==> config.mk <==
export PLATFORM = sky130hd
export DESIGN_NAME = if_fetch_ctrl
export DESIGN_NICKNAME = d
export VERILOG_FILES = /design/src/rtl/if_fetch_ctrl.sv
export SDC_FILE = /design/constraint.sdc
export NUM_CORES = 1
export LEC_CHECK = 0
export ABC_AREA = 0
export BUFFER_PORTS_ARGS = -buffer_cell sky130_fd_sc_hd__buf_2
export CAP_MARGIN = 5
export CORE_ASPECT_RATIO = 0.6
export CORE_MARGIN = 8
export CORE_UTILIZATION = 50
export CTS_CLUSTER_DIAMETER = 100
export CTS_CLUSTER_SIZE = 25
export DETAILED_ROUTE_END_ITERATION = 12
export PLACE_DENSITY = 0.77
export SETUP_SLACK_MARGIN = 0.5
export SLEW_MARGIN = 20
export SYNTH_ARGS = -nofsm -noshare
export SYNTH_HDL_FRONTEND = slang
export SYNTH_SLANG_ARGS = --single-unit
==> constraint.sdc <==
create_clock -name clk -period 2.55 [get_ports clk]
set_clock_uncertainty 0.2 [all_clocks]
set_input_delay 0.255 -clock clk [delete_from_list [all_inputs] [get_ports clk]]
set_output_delay 0.255 -clock clk [all_outputs]
set_load 0.01 [all_outputs]
==> src/rtl/if_fetch_ctrl.sv <==
// Instruction-fetch controller: owns the IF PC and issues one-outstanding
// requests on an addr_ok/data_ok memory port, then hands words to IF/ID.
module if_fetch_ctrl #(
  parameter int unsigned                 INSTR_WIDTH = 32,
  parameter logic [INSTR_WIDTH-1:0]      RESET_PC    = 32'hBFC0_0000
) (
  input  logic                   clk,
  input  logic                   resetn,
  input  logic [INSTR_WIDTH-1:0] next_pc,
  input  logic                   redirect,
  input  logic                   stall,
  input  logic                   flush,
  input  logic [INSTR_WIDTH-1:0] flush_pc,
  output logic [INSTR_WIDTH-1:0] pc,
  output logic                   inst_req,
  output logic [INSTR_WIDTH-1:0] inst_addr,
  input  logic                   inst_addr_ok,
  input  logic                   inst_data_ok,
  input  logic [INSTR_WIDTH-1:0] inst_rdata,
  output logic                   id_valid,
  output logic [INSTR_WIDTH-1:0] id_pc,
  output logic [INSTR_WIDTH-1:0] id_instr
);

  typedef enum logic [1:0] {
    ST_RST  = 2'd0,
    ST_REQ  = 2'd1,
    ST_WAIT = 2'd2,
    ST_HOLD = 2'd3
  } state_e;

  state_e                 state_q, state_d;
  logic [INSTR_WIDTH-1:0] pc_q, pc_d;
  logic [INSTR_WIDTH-1:0] req_pc_q, req_pc_d;
  logic [INSTR_WIDTH-1:0] buf_instr_q, buf_instr_d;
  logic                   discard_q, discard_d;
  logic                   redir_pend_q, redir_pend_d;
  logic [INSTR_WIDTH-1:0] redir_pc_q, redir_pc_d;
  logic                   id_valid_q, id_valid_d;
  logic [INSTR_WIDTH-1:0] id_pc_q, id_pc_d;
  logic [INSTR_WIDTH-1:0] id_instr_q, id_instr_d;

  logic                   accept;
  logic                   handoff;
  logic [INSTR_WIDTH-1:0] handoff_instr;

  assign accept    = !stall || !id_valid_q;
  assign inst_req  = (state_q == ST_REQ);
  assign inst_addr = pc_q;
  assign pc        = pc_q;
  assign id_valid  = id_valid_q;
  assign id_pc     = id_pc_q;
  assign id_instr  = id_instr_q;

  always_ff @(posedge clk) begin
    if (!resetn) begin
      state_q      <= ST_RST;
      pc_q         <= RESET_PC;
      req_pc_q     <= '0;
      buf_instr_q  <= '0;
      discard_q    <= 1'b0;
      redir_pend_q <= 1'b0;
      redir_pc_q   <= '0;
      id_valid_q   <= 1'b0;
      id_pc_q      <= '0;
      id_instr_q   <= '0;
    end else begin
      state_q      <= state_d;
      pc_q         <= pc_d;
      req_pc_q     <= req_pc_d;
      buf_instr_q  <= buf_instr_d;
      discard_q    <= discard_d;
      redir_pend_q <= redir_pend_d;
      redir_pc_q   <= redir_pc_d;
      id_valid_q   <= id_valid_d;
      id_pc_q      <= id_pc_d;
      id_instr_q   <= id_instr_d;
    end
  end

  always_comb begin
    state_d       = state_q;
    pc_d          = pc_q;
    req_pc_d      = req_pc_q;
    buf_instr_d   = buf_instr_q;
    discard_d     = discard_q;
    redir_pend_d  = redir_pend_q;
    redir_pc_d    = redir_pc_q;
    id_valid_d    = id_valid_q;
    id_pc_d       = id_pc_q;
    id_instr_d    = id_instr_q;
    handoff       = 1'b0;
    handoff_instr = inst_rdata;

    if (flush) begin
      // A request already accepted must still be drained, hence discard.
      pc_d         = flush_pc;
      id_valid_d   = 1'b0;
      redir_pend_d = 1'b0;
      unique case (state_q)
        ST_RST: state_d = ST_REQ;
        ST_REQ: begin
          if (inst_addr_ok) begin
            state_d   = ST_WAIT;
            discard_d = 1'b1;
          end
        end
        ST_WAIT: begin
          if (inst_data_ok) begin
            state_d   = ST_REQ;
            discard_d = 1'b0;
          end else begin
            discard_d = 1'b1;
          end
        end
        ST_HOLD: state_d = ST_REQ;
        default: state_d = ST_RST;
      endcase
    end else begin
      unique case (state_q)
        ST_RST: state_d = ST_REQ;
        ST_REQ: begin
          if (inst_addr_ok) begin
            req_pc_d = pc_q;
            state_d  = ST_WAIT;
          end
        end
        ST_WAIT: begin
          if (inst_data_ok) begin
            if (discard_q) begin
              discard_d = 1'b0;
              state_d   = ST_REQ;
            end else if (accept) begin
              handoff       = 1'b1;
              handoff_instr = inst_rdata;
              state_d       = ST_REQ;
            end else begin
              buf_instr_d = inst_rdata;
              state_d     = ST_HOLD;
            end
          end
        end
        ST_HOLD: begin
          if (accept) begin
            handoff       = 1'b1;
            handoff_instr = buf_instr_q;
            state_d       = ST_REQ;
          end
        end
        default: state_d = ST_RST;
      endcase

      // A branch that leaves ID before its delay slot arrives parks its
      // target in redir_pc until the delay slot is handed off.
      if (handoff) begin
        id_valid_d   = 1'b1;
        id_pc_d      = req_pc_q;
        id_instr_d   = handoff_instr;
        pc_d         = redir_pend_q ? redir_pc_q : next_pc;
        redir_pend_d = 1'b0;
      end else if (id_valid_q && !stall) begin
        id_valid_d = 1'b0;
        if (redirect) begin
          redir_pc_d   = next_pc;
          redir_pend_d = 1'b1;
        end
      end
    end
  end

endmodule

Yosys cells after proc, flatten, opt, wreduce, memory -nomap -nowiden
Cells that the tools add are included.
Storage, ports and cells
  output and inout port bits: 130
  register bits after elaboration: 197
  input bits: 103
  word-level logic and storage cells: 67
Cells by class
  bitwise operators: 4
  multiplexer cells: 27
  equal/unequal tests: 6
  reduce and logical (&&, ||, !) cells: 20
Operators by type and width (count)
  32-bit 2-to-1 mux: 5
  2-bit 2-to-1 mux: 7
  4-bit AND reduction: 3
  1-bit 2-to-1 mux: 11
  2-bit nonzero test: 5
  2-bit one-hot mux with 4 select lines: 1
  2-bit one-hot mux with 3 select lines: 1
  2-bit AND reduction: 3
  2-bit equality test, second input constant: 2
  1-bit inverter: 4
  1-bit one-hot mux with 2 select lines: 2
  2-bit OR reduction: 2
  3-bit by 2-bit != test with 1-bit output, second input constant: 1
  3-bit != test, second input constant: 1
  3-bit AND reduction: 1
  3-bit OR reduction: 1
  2-bit by 1-bit equality test with 1-bit output, second input constant: 1
  1-bit logical NOT: 2
  2-bit logical NOT: 1
  2-bit != test, second input constant: 1
  1-bit logical AND: 1
  1-bit logical OR: 1

Logic depth before layout (Yosys ltp)
Gate-level depths: netlist of run 1.
  depth after elaboration: 9
  mapped depth: 8
  gate-level depth less buffers: 6

Worst setup path after synthesis of run 1
OpenSTA, ideal clock, no wires.
  path type: reg-to-reg
  start: register state_q[0]
  end: register id_pc_q[23] (netlist: id_pc[23])
  arrival: 1.671 ns
  library setup time: 0.070 ns
  slack: 0.609 ns
  data required time: 2.280 ns
  stages on the path, launching flop included: 9
  buffers on the path: 2
  period minus slack after synthesis: 1.941 ns
  cells stage by stage: dfxtp_1 > inv_1 > ha_1 > and3b_1 > o21ai_2 > buf_2 > clkbuf_1 > o21ai_0 > a21oi_1
Between the ends
  cells in the longest elaborated chain, start to end: 4
  elaborated cells on any way between the ends: 5
  those cells by class: 2 x eq/ne; 2 x mux; 1 x reduce/logical
Ends and longest elaborated chain
  start: declaration: RTL line 32  | state_e state_q, state_d;
  start signal: assignment: RTL line 68  | state_q <= state_d;
  2-bit equality test: RTL line 120  | unique case (state_q)
  1-bit one-hot mux with 2 select lines *: RTL line 120
  1-bit 2-to-1 mux *: RTL line 95  | if (flush) begin
  2-bit AND reduction (no line) *
  end signal: assignment: RTL line 76  | id_pc_q <= id_pc_d;
  end: declaration: RTL line 40  | logic [INSTR_WIDTH-1:0] id_pc_q, id_pc_d;
Mark *: on every way between the ends. The rest lies on a longest branch, timed or not. The select of a mux whose other input is x is not followed.
A chain may end at the register's enable or synchronous reset.

Worst setup path after layout of run 1
  start: register state_q[0]
  end: register id_instr_q[0] (netlist: id_instr[0])
Between the ends
  cells in the longest elaborated chain, start to end: 4
  elaborated cells on any way between the ends: 6
  those cells by class: 2 x eq/ne; 3 x mux; 1 x reduce/logical
Ends and longest elaborated chain
  2-bit equality test: RTL line 120
  1-bit one-hot mux with 2 select lines: RTL line 120
  1-bit 2-to-1 mux: RTL line 95
  2-bit AND reduction (no line)
  end signal: assignment: RTL line 77  | id_instr_q <= id_instr_d;
  end: declaration: RTL line 41  | logic [INSTR_WIDTH-1:0] id_instr_q, id_instr_d;
Parallel ways exist; a longest one is shown, timed or not. The select of a mux whose other input is x is not followed.

==> flow_summary.yaml, run 1 <==
cts:
  worst_skew_pair.late_latency_ns: 0.43
  cts.clk_slew.worst_paths_ns: 0.07
  clock_sinks: 197
  cts.root.buffer_cell: "sky130_fd_sc_hd__clkbuf_16"
  cts_max_level: 4
  cts_tree: "done"
  ctsLongestPathBuffers: 2
  cts-buffers-inserted: 17
die:
  die-height_um: 116
  floorplan.core_area_um2: 16300
  die_span_in_x_um: 182
  initial_cell_density_of_the_core_pct: 51.1
  die-area_um2: 21100
  fp-row-count: 36
  pin_count: 233
pwr:
  power.density_nw_per_um2: 584
  power.static_leakage_nw: 4.51
  post-layout-total-power_mw: 6.68
  vdd_ir_drop_max_mv: 0.462
logic_synthesis:
  yosys.area.top_type: "sky130_fd_sc_hd__dfxtp_1"
  yosys.area.top_type_share_pct: 47.5
  number_of_flops_mapped_to_enable_cells_by_yosys: 0
  synthesis.area_um2: 8310
  asyncSetResetFlopFracSynth_pct: 0
  mean_instance_size_in_the_synthesized_netlist_um2: 8.20
  synthFlopType: "sky130_fd_sc_hd__dfxtp_1"
  post_synth_inst_count: 1013
  share_of_the_yosys_chip_area_belonging_to_registers_pct: 47.5
  mappedNetlistNets: 1119
  number_of_storage_elements_in_the_synthesis_netlist: 197
  yosys_synthesis_warning_count: 0
  synth.top_cells.by_area: "sky130_fd_sc_hd__dfxtp_1 47%, sky130_fd_sc_hd__nand2_1 14%, sky130_fd_sc_hd__mux2i_1 6.6%"
  yosys.cell_types.count: 32
placement:
  place_ws_ns: 0.282
  dp_hpwl_mm: 15.7
  gp_congestion: 0.895
  port_buffers: 232
  detailed_place.area_um2: 9380
sta:
  report.final.hold_viol_count: 0
  achievable-frequency_mhz: 488
  final.min_clock_period_ns: 2.05
  worst-slew-pin-transition_ns: 0.590
  max-slew-margin-rel_pct: 60.7
  rsz0062_at_grt: "true"
  layout_setup_ws_ns: 0.500
  finalSetupTns_ns: 0
  timing.final.crit_share_pct: 80.4
  final_setup_vio_count: 0
  slew_viol_final: 0
layout:
  layout.nets: 1389
  final_common_cell: "sky130_fd_sc_hd__nand2_1"
  area_delta_synth_final_pct: 37.5
  layout.cells.most_common_list: "301 x sky130_fd_sc_hd__nand2_1, 231 x sky130_fd_sc_hd__buf_2, 194 x sky130_fd_sc_hd__dfxtp_1, 100 x sky130_fd_sc_hd__a21oi_1, 99 x sky130_fd_sc_hd__dlygate4sd3_1"
  antennaDiodeCount: 0
  drive_gt1_share_pct: 24.8
  post-route-util_pct: 70.2
  design_area_um2: 11400
  filler_cell_count: 1282
job:
  maxCapViolCount: 0
worst_setup_path:
  cpPeakStageDelay_ns: 0.36
  critPathTopFamily: "buffers and inverters"
  end_kind: "flip-flop"
  critical_path_required_ns: 2.67
  critPathKind: "reg2reg"
  slowest_stage: "sky130_fd_sc_hd__dfxtp_4"
  cp_cell_sequence: "buf_4, ha_4, clkinvlp_4, a211oi_4, buf_6, clkbuf_16, nor2_1, a311oi_1"
  highest_fanout_seen_on_the_critical_path: 12
  worstPathArrival_ns: 2.17
  critPathBufInv: 4
  start_kind: "flip-flop"
global_route:
  grt.total_usage_pct: 23.7
  first_pass_grt_wire_length_mm: 40.8
  grt_antenna_before_repair: 0
  grt_max_degree: 107
  grt_pass1_vias: 7876
  global_route.overflow_total: 0
routing:
  drc: 0
  first_iter_violations: 655
  drt_pre_antenna_iters: 5
  wl_per_cell_um: 17.9
  finalWirelength_mm: 27.3
  drtAntennaViolNets: 0
  detail_route.vias_per_cell: 5.43
  num_vias: 8268
run_status:
  outcome: "complete, no violations"
worst_hold_path:
  hp-class: "in2reg"
## stage by stage
step	cells	hold WS (ns)
global route	1524	0.0298
floorplan	1013	0.165
global placement	1369	0.241
finish	1524	0.0289
detailed placement	1369	0.242
CTS	1505	0.0219
## logic make-up after synthesis
group | after synthesis | share of synthesized area, %
fa+ha+maj | 3 | 0.452
simple gates | 416 | 21.3
flops | 197 | 47.5
compound gates | 215 | 16.4
mux | 55 | 6.63
buf+inv | 127 | 7.68
## cells in the mapped netlist, types with 2 or more instances
cell	count
sky130_fd_sc_hd__buf_4	37
sky130_fd_sc_hd__and3b_1	2
sky130_fd_sc_hd__buf_1	3
sky130_fd_sc_hd__ha_1	3
sky130_fd_sc_hd__a21oi_1	101
sky130_fd_sc_hd__o21ai_0	32
sky130_fd_sc_hd__a211oi_1	9
sky130_fd_sc_hd__a311oi_1	33
sky130_fd_sc_hd__inv_1	5
sky130_fd_sc_hd__nand2_1	301
sky130_fd_sc_hd__nand2b_1	2
sky130_fd_sc_hd__clkbuf_1	63
sky130_fd_sc_hd__buf_2	18
sky130_fd_sc_hd__nor2b_1	12
sky130_fd_sc_hd__and2_1	2
sky130_fd_sc_hd__mux2i_1	55
sky130_fd_sc_hd__a31oi_1	3
sky130_fd_sc_hd__o311ai_0	30
sky130_fd_sc_hd__dfxtp_1	197
sky130_fd_sc_hd__nand3_1	25
sky130_fd_sc_hd__nor2_1	44
sky130_fd_sc_hd__o311ai_1	2
sky130_fd_sc_hd__nand4b_1	24
sky130_fd_sc_hd__nor3_1	2
## registers in the layout (all words and copies together), names as in the netlist
name and cells:
state_q 2, redir_pend_q 1, inst_addr 32, id_pc 32, discard_q 1, buf_instr_q 32, req_pc_q 32, id_valid 1
redir_pc_q 32, id_instr 32
## metal layers
metal	vias up	track usage (%)	share of wire, %
li1	4005	-	-
met1	3879	30.8	45
met2	354	38.5	46
met3	30	5.64	8.4
met4	0	7.56	1.3
met5	-	0	0
## timing repair
action | CTS | global route
gates cloned | 4 | 10
setup buffers | 1 | 9
setup endpoints to repair | 105 | 162
hold buffers | 99 | 0
pin swaps | 2 | 20
endpoints found under the hold margin | 130 | 0
resized for setup | 6 | 36
## final cells by class
type / count / area (µm²) / share of cell area [%]
Clock buffer: 19 / 453 / 3.97
Clock inverter: 13 / 113 / 0.986
Timing Repair Buffer: 372 / 2800 / 24.5
Multi-Input combinational cell: 689 / 3790 / 33.2
Tap cell: 228 / 285 / 2.50
Inverter: 6 / 28.8 / 0.252
Sequential cell: 197 / 3950 / 34.6
## worst min-delay path: cells and delay by family
| kind | cells | cell delay (ns) |
|---|---|---|
| buf+inv | 1 | 0.11 |
| simple gates | 2 | 0.17 |
| compound gates | 1 | 0.07 |
## report_power, final
| group | leakage (nW) | switching (mW) | internal [mW] | total [mW] |
|---|---|---|---|---|
| Sequential | 1.60 | 0.0756 | 3.15 | 3.23 |
| Combinational | 2.63 | 0.440 | 0.404 | 0.844 |
| Clock | 0.280 | 1.27 | 1.34 | 2.61 |
| Total | 4.51 | 1.78 | 4.89 | 6.68 |
## path summary, 6_finish.rpt
check,start,endpoint,slack (ns),cells after the start
worst min-delay path,inst_addr_ok,state_q[0],0.03,4
worst max register to register,state_q[0],id_instr[0],0.50,8
worst min register to register,req_pc_q[9],id_pc[9],0.25,2
worst max-delay path,state_q[0],id_instr[0],0.50,8
No activity file was read; power rests on OpenSTA's default activity.
==> run 2, diff against run 1 <==
- clock period: 2.55 -> 2.1 ns (I/O delays scaled with it)
==> flow_summary.yaml, run 2 (synthesis gave the netlist of run 1 again) <==
pwr:
  power.static_leakage_nw: 5.53
  vdd_ir_drop_max_mv: 0.441
  power.density_nw_per_um2: 650
routing:
  drtAntennaViolNets: 0
  detail_route.vias_per_cell: 5.70
  num_vias: 8941
  first_iter_violations: 916
  drc: 0
  finalWirelength_mm: 32.3
  wl_per_cell_um: 20.6
  drt_pre_antenna_iters: 6
layout:
  area_delta_synth_final_pct: 57.8
  filler_cell_count: 990
  layout.cells.most_common_list: "247 x sky130_fd_sc_hd__nand2_1, 230 x sky130_fd_sc_hd__buf_2, 194 x sky130_fd_sc_hd__dfxtp_1, 99 x sky130_fd_sc_hd__dlygate4sd3_1, 66 x sky130_fd_sc_hd__a21oi_1"
  final_common_cell: "sky130_fd_sc_hd__nand2_1"
  layout.nets: 1430
  drive_gt1_share_pct: 35.9
worst_hold_path:
  hp-class: "in2reg"
worst_setup_path:
  highest_fanout_seen_on_the_critical_path: 7
  worstPathArrival_ns: 2.11
  end_kind: "flip-flop"
  critical_path_required_ns: 2.19
  critPathKind: "reg2reg"
  start_kind: "flip-flop"
global_route:
  grt_antenna_before_repair: 2
  grt_pass1_vias: 8403
  grt.total_usage_pct: 27.2
  grt_max_degree: 73
  global_route.overflow_total: 0
  first_pass_grt_wire_length_mm: 45.7
sta:
  slew_viol_final: 0
  final_setup_vio_count: 0
  rsz0062_at_grt: "true"
  achievable-frequency_mhz: 497
  timing.final.crit_share_pct: 95.8
  report.final.hold_viol_count: 0
  layout_setup_ws_ns: 0.0882
  worst-slew-pin-transition_ns: 0.442
  finalSetupTns_ns: 0
  max-slew-margin-rel_pct: 70.5
  final.min_clock_period_ns: 2.01
die:
  die_span_in_x_um: 182
  initial_cell_density_of_the_core_pct: 51.1
  floorplan.core_area_um2: 16300
  pin_count: 233
  fp-row-count: 36
  die-height_um: 116
  die-area_um2: 21100
cts:
  worst_skew_pair.late_latency_ns: 0.42
  cts_tree: "done"
  cts-buffers-inserted: 17
  clock_sinks: 197
  cts.clk_slew.worst_paths_ns: 0.07
  cts_max_level: 4
  ctsLongestPathBuffers: 2
  cts.root.buffer_cell: "sky130_fd_sc_hd__clkbuf_16"
placement:
  place_ws_ns: 0.0993
  port_buffers: 232
  gp_congestion: 0.844
  dp_hpwl_mm: 16.0
job:
  maxCapViolCount: 0
run_status:
  outcome: "complete, no violations"
run 2: cell types whose count changed in the layout (fill, tap and decap cells not counted), moves of 14 or more:
cell and delta:
sky130_fd_sc_hd__buf_16 +17, sky130_fd_sc_hd__o311ai_0 -16, sky130_fd_sc_hd__a21oi_1 -34, sky130_fd_sc_hd__nand2_1 -54
sky130_fd_sc_hd__a21oi_2 +32, sky130_fd_sc_hd__nand2_2 +14, sky130_fd_sc_hd__buf_12 +21, sky130_fd_sc_hd__nand2_4 +39
run 2: layout make-up:
class | instances | area, µm² | share of cell area (%)
multi-input combinational | 692 | 4530 | 34.6
clock buffer | 21 | 450 | 3.43
tap | 228 | 285 | 2.18
clock inverter | 11 | 141 | 1.08
inverter | 6 | 31.3 | 0.239
timing repair buffer | 410 | 3710 | 28.3
sequential | 197 | 3950 | 30.1
antenna | 3 | 7.51 | 0.0572
run 2: repair_timing:
item,4_1_cts,5_1_grt
pin swaps,35,75
hold buffers,99,0
endpoints found under the setup margin,194,197
resized for setup,87,146
gates cloned,23,7
hold endpoints to repair,132,0
buffers inserted,22,7
run 2: metrics by stage:
stage / hold slack [ns] / total power [mW] / instance area, µm² / utilization, % / instances
2_1_floorplan: 0.120 / 4.47 / 8430 / - / 1013
3_3_place_gp: 0.237 / 4.77 / 9560 / 58.8 / 1375
3_5_place_dp: 0.241 / 4.78 / 9560 / 58.8 / 1375
4_1_cts: 0.00901 / 8.39 / 12300 / 75.6 / 1551
5_1_grt: 0.0650 / 8.80 / 13100 / 80.6 / 1567
6_report: 0.0349 / 8.53 / 13100 / 80.6 / 1568
run 2: final timing paths:
| check | cells past startpoint | startpoint | end | slack [ns] |
|---|---|---|---|---|
| setup / recovery | 8 | state_q[1] | id_instr[13] | 0.09 |
| hold / removal | 4 | inst_addr_ok | state_q[0] | 0.03 |
| setup reg to reg | 8 | state_q[1] | id_instr[13] | 0.09 |
| hold reg to reg | 2 | buf_instr_q[10] | buf_instr_q[10] | 0.25 |
run 2: per-layer routing:
metal,GRT usage (%),part of all wire (%)
met3,5.85,8.6
met4,8.54,1.9
met5,0,0
met2,43.7,46
met1,36.2,43
run 2: power by group:
part           leakage [nW]  internal [mW]  switching (mW)
sequential             1.60           3.82           0.103
combinational          3.65          0.614           0.648
clock                 0.283           1.83            1.51
total                  5.53           6.26            2.27
run 2: critical path, stage by stage, from the launching register on:
cell and delay (ns):
sky130_fd_sc_hd__dfxtp_4 0.40, sky130_fd_sc_hd__ha_4 0.17, sky130_fd_sc_hd__clkinvlp_4 0.13, sky130_fd_sc_hd__a211oi_4 0.30, sky130_fd_sc_hd__buf_12 0.21, sky130_fd_sc_hd__buf_8 0.13, sky130_fd_sc_hd__buf_12 0.11, sky130_fd_sc_hd__clkbuf_16 0.15
sky130_fd_sc_hd__a311oi_2 0.09
==> run 3, diff against run 2 <==
- PLACE_DENSITY: 0.77 -> 0.87
==> flow_summary.yaml, run 3 (synthesis gave the netlist of run 1 again) <==
worst_hold_path:
  hp-class: "in2reg"
worst_setup_path:
  highest_fanout_seen_on_the_critical_path: 4
  cpPeakStageDelay_ns: 0.37
  start_kind: "flip-flop"
  worstPathArrival_ns: 2.17
  critPathBufInv: 5
  cp_cell_sequence: "inv_4, ha_4, and3b_2, o21ai_4, buf_6, buf_12, buf_12, clkbuf_16, o21ai_0, a21oi_1"
  critical_path_required_ns: 2.20
  critPathKind: "reg2reg"
  end_kind: "flip-flop"
  crit_path_frequent_cell: "sky130_fd_sc_hd__buf_12"
  slowest_stage: "sky130_fd_sc_hd__dfxtp_4"
  critPathTopFamily: "buffers and inverters"
routing:
  detail_route.vias_per_cell: 5.91
  drc: 0
  finalWirelength_mm: 34.5
  drt_pre_antenna_iters: 6
  num_vias: 9313
  drtAntennaViolNets: 0
  first_iter_violations: 1051
  wl_per_cell_um: 21.9
global_route:
  global_route.overflow_total: 0
  first_pass_grt_wire_length_mm: 47.8
  grt_max_degree: 122
  grt_pass1_vias: 8783
  grt.total_usage_pct: 28.5
  grt_antenna_before_repair: 2
sta:
  report.final.hold_viol_count: 0
  achievable-frequency_mhz: 482
  slew_viol_final: 0
  timing.final.crit_share_pct: 98.7
  max-slew-margin-rel_pct: 60.9
  worst-slew-pin-transition_ns: 0.587
  final_setup_vio_count: 0
  final.min_clock_period_ns: 2.07
  finalSetupTns_ns: 0
  rsz0062_at_grt: "true"
layout:
  filler_cell_count: 999
  layout.nets: 1441
  drive_gt1_share_pct: 34.2
  post-route-util_pct: 79.7
  layout.cells.most_common_list: "277 x sky130_fd_sc_hd__nand2_1, 231 x sky130_fd_sc_hd__buf_2, 194 x sky130_fd_sc_hd__dfxtp_1, 99 x sky130_fd_sc_hd__dlygate4sd3_1, 71 x sky130_fd_sc_hd__a21oi_1"
  final_common_cell: "sky130_fd_sc_hd__nand2_1"
  final-seq-area_um2: 3950
  design_area_um2: 13000
  multi_input_comb_area_um2: 4280
  area_delta_synth_final_pct: 56.1
pwr:
  clockPowerShare_pct: 38.0
  power_share_of_the_combinational_group_pct: 15.0
  post-layout-total-power_mw: 8.36
  vdd_ir_drop_max_mv: 0.517
  power.static_leakage_nw: 5.41
  power_frac_seq_pct: 47.0
  total_switching_power_mw: 2.33
  power.share.switching_pct: 27.9
  cellInternalPower_mw: 6.02
  power.density_nw_per_um2: 645
cts:
  clock_sinks: 197
  cts-buffers-inserted: 17
  cts.clk_slew.worst_paths_ns: 0.08
  worst_skew_pair.late_latency_ns: 0.43
  cts_max_level: 4
  cts_tree: "done"
  cts.root.buffer_cell: "sky130_fd_sc_hd__clkbuf_16"
  ctsLongestPathBuffers: 2
die:
  die-height_um: 116
  pin_count: 233
  die_span_in_x_um: 182
  die-area_um2: 21100
  initial_cell_density_of_the_core_pct: 51.1
  fp-row-count: 36
  floorplan.core_area_um2: 16300
placement:
  port_buffers: 232
  dp_hpwl_mm: 16.3
  detailed_place.area_um2: 9530
  gp_congestion: 0.859
job:
  maxCapViolCount: 0
run_status:
  outcome: "complete, no violations"
-- run 3: worst register-to-register path, cell delays in order, from the launching register on --
cell and delay [ns]:
sky130_fd_sc_hd__dfxtp_4 0.37, sky130_fd_sc_hd__inv_4 0.06, sky130_fd_sc_hd__ha_4 0.13, sky130_fd_sc_hd__and3b_2 0.23, sky130_fd_sc_hd__o21ai_4 0.07, sky130_fd_sc_hd__buf_6 0.14, sky130_fd_sc_hd__buf_12 0.13, sky130_fd_sc_hd__buf_12 0.13
sky130_fd_sc_hd__clkbuf_16 0.14, sky130_fd_sc_hd__o21ai_0 0.23, sky130_fd_sc_hd__a21oi_1 0.12
-- run 3: cell type report --
| class | count | share of cell area (%) |
|---|---|---|
| tap | 228 | 2.20 |
| timing repair buffer | 424 | 29.8 |
| clock buffer | 18 | 3.39 |
| multi-input combinational | 689 | 33.0 |
| sequential | 197 | 30.5 |
| inverter | 6 | 0.241 |
| antenna | 2 | 0.0386 |
| clock inverter | 13 | 0.869 |
-- run 3: path summary, 6_finish.rpt --
check	from	end	slack [ns]	cells past startpoint
setup reg to reg	state_q[0]	id_pc[8]	0.03	10
hold / removal	inst_addr_ok	state_q[1]	0.02	4
hold reg to reg	buf_instr_q[5]	buf_instr_q[5]	0.26	2
setup / recovery	state_q[0]	id_pc[8]	0.03	10
-- run 3: through the flow --
step	hold WS [ns]	worst slack, ns	cells
finish	0.0225	0.0274	1577
global route	0.0505	-0.0232	1577
CTS	0.0248	0.164	1553
detailed placement	0.245	0.0847	1374
global placement	0.239	0.175	1374
floorplan	0.120	0.369	1013
-- run 3: power by group through the flow --
stage / Combinational, mW / Clock (mW) / Sequential, mW
floorplan: 0.471 / 0 / 4.00
global placement: 0.759 / 0 / 4.00
detailed placement: 0.776 / 0 / 4.00
CTS: 1.08 / 3.15 / 3.92
global route: 1.32 / 3.32 / 3.94
finish: 1.25 / 3.17 / 3.93
-- run 3: what timing repair did --
action / 4_1_cts / 5_1_grt
buffers inserted: 28 / 8
pin swaps: 36 / 63
gates resized for setup: 75 / 100
endpoints found under the hold margin: 132 / 0
setup endpoints to repair: 195 / 197
hold buffers: 99 / 0
cloned: 21 / 14
-- run 3: per-layer routing --
layer  vias up  GRT usage (%)  part of all wire [%]
li1       4137              -                     -
met1      4408           35.9                    40
met2       655           46.3                    46
met3       113           7.17                    11
met4         0           11.7                   3.5
met5         -              0                     0
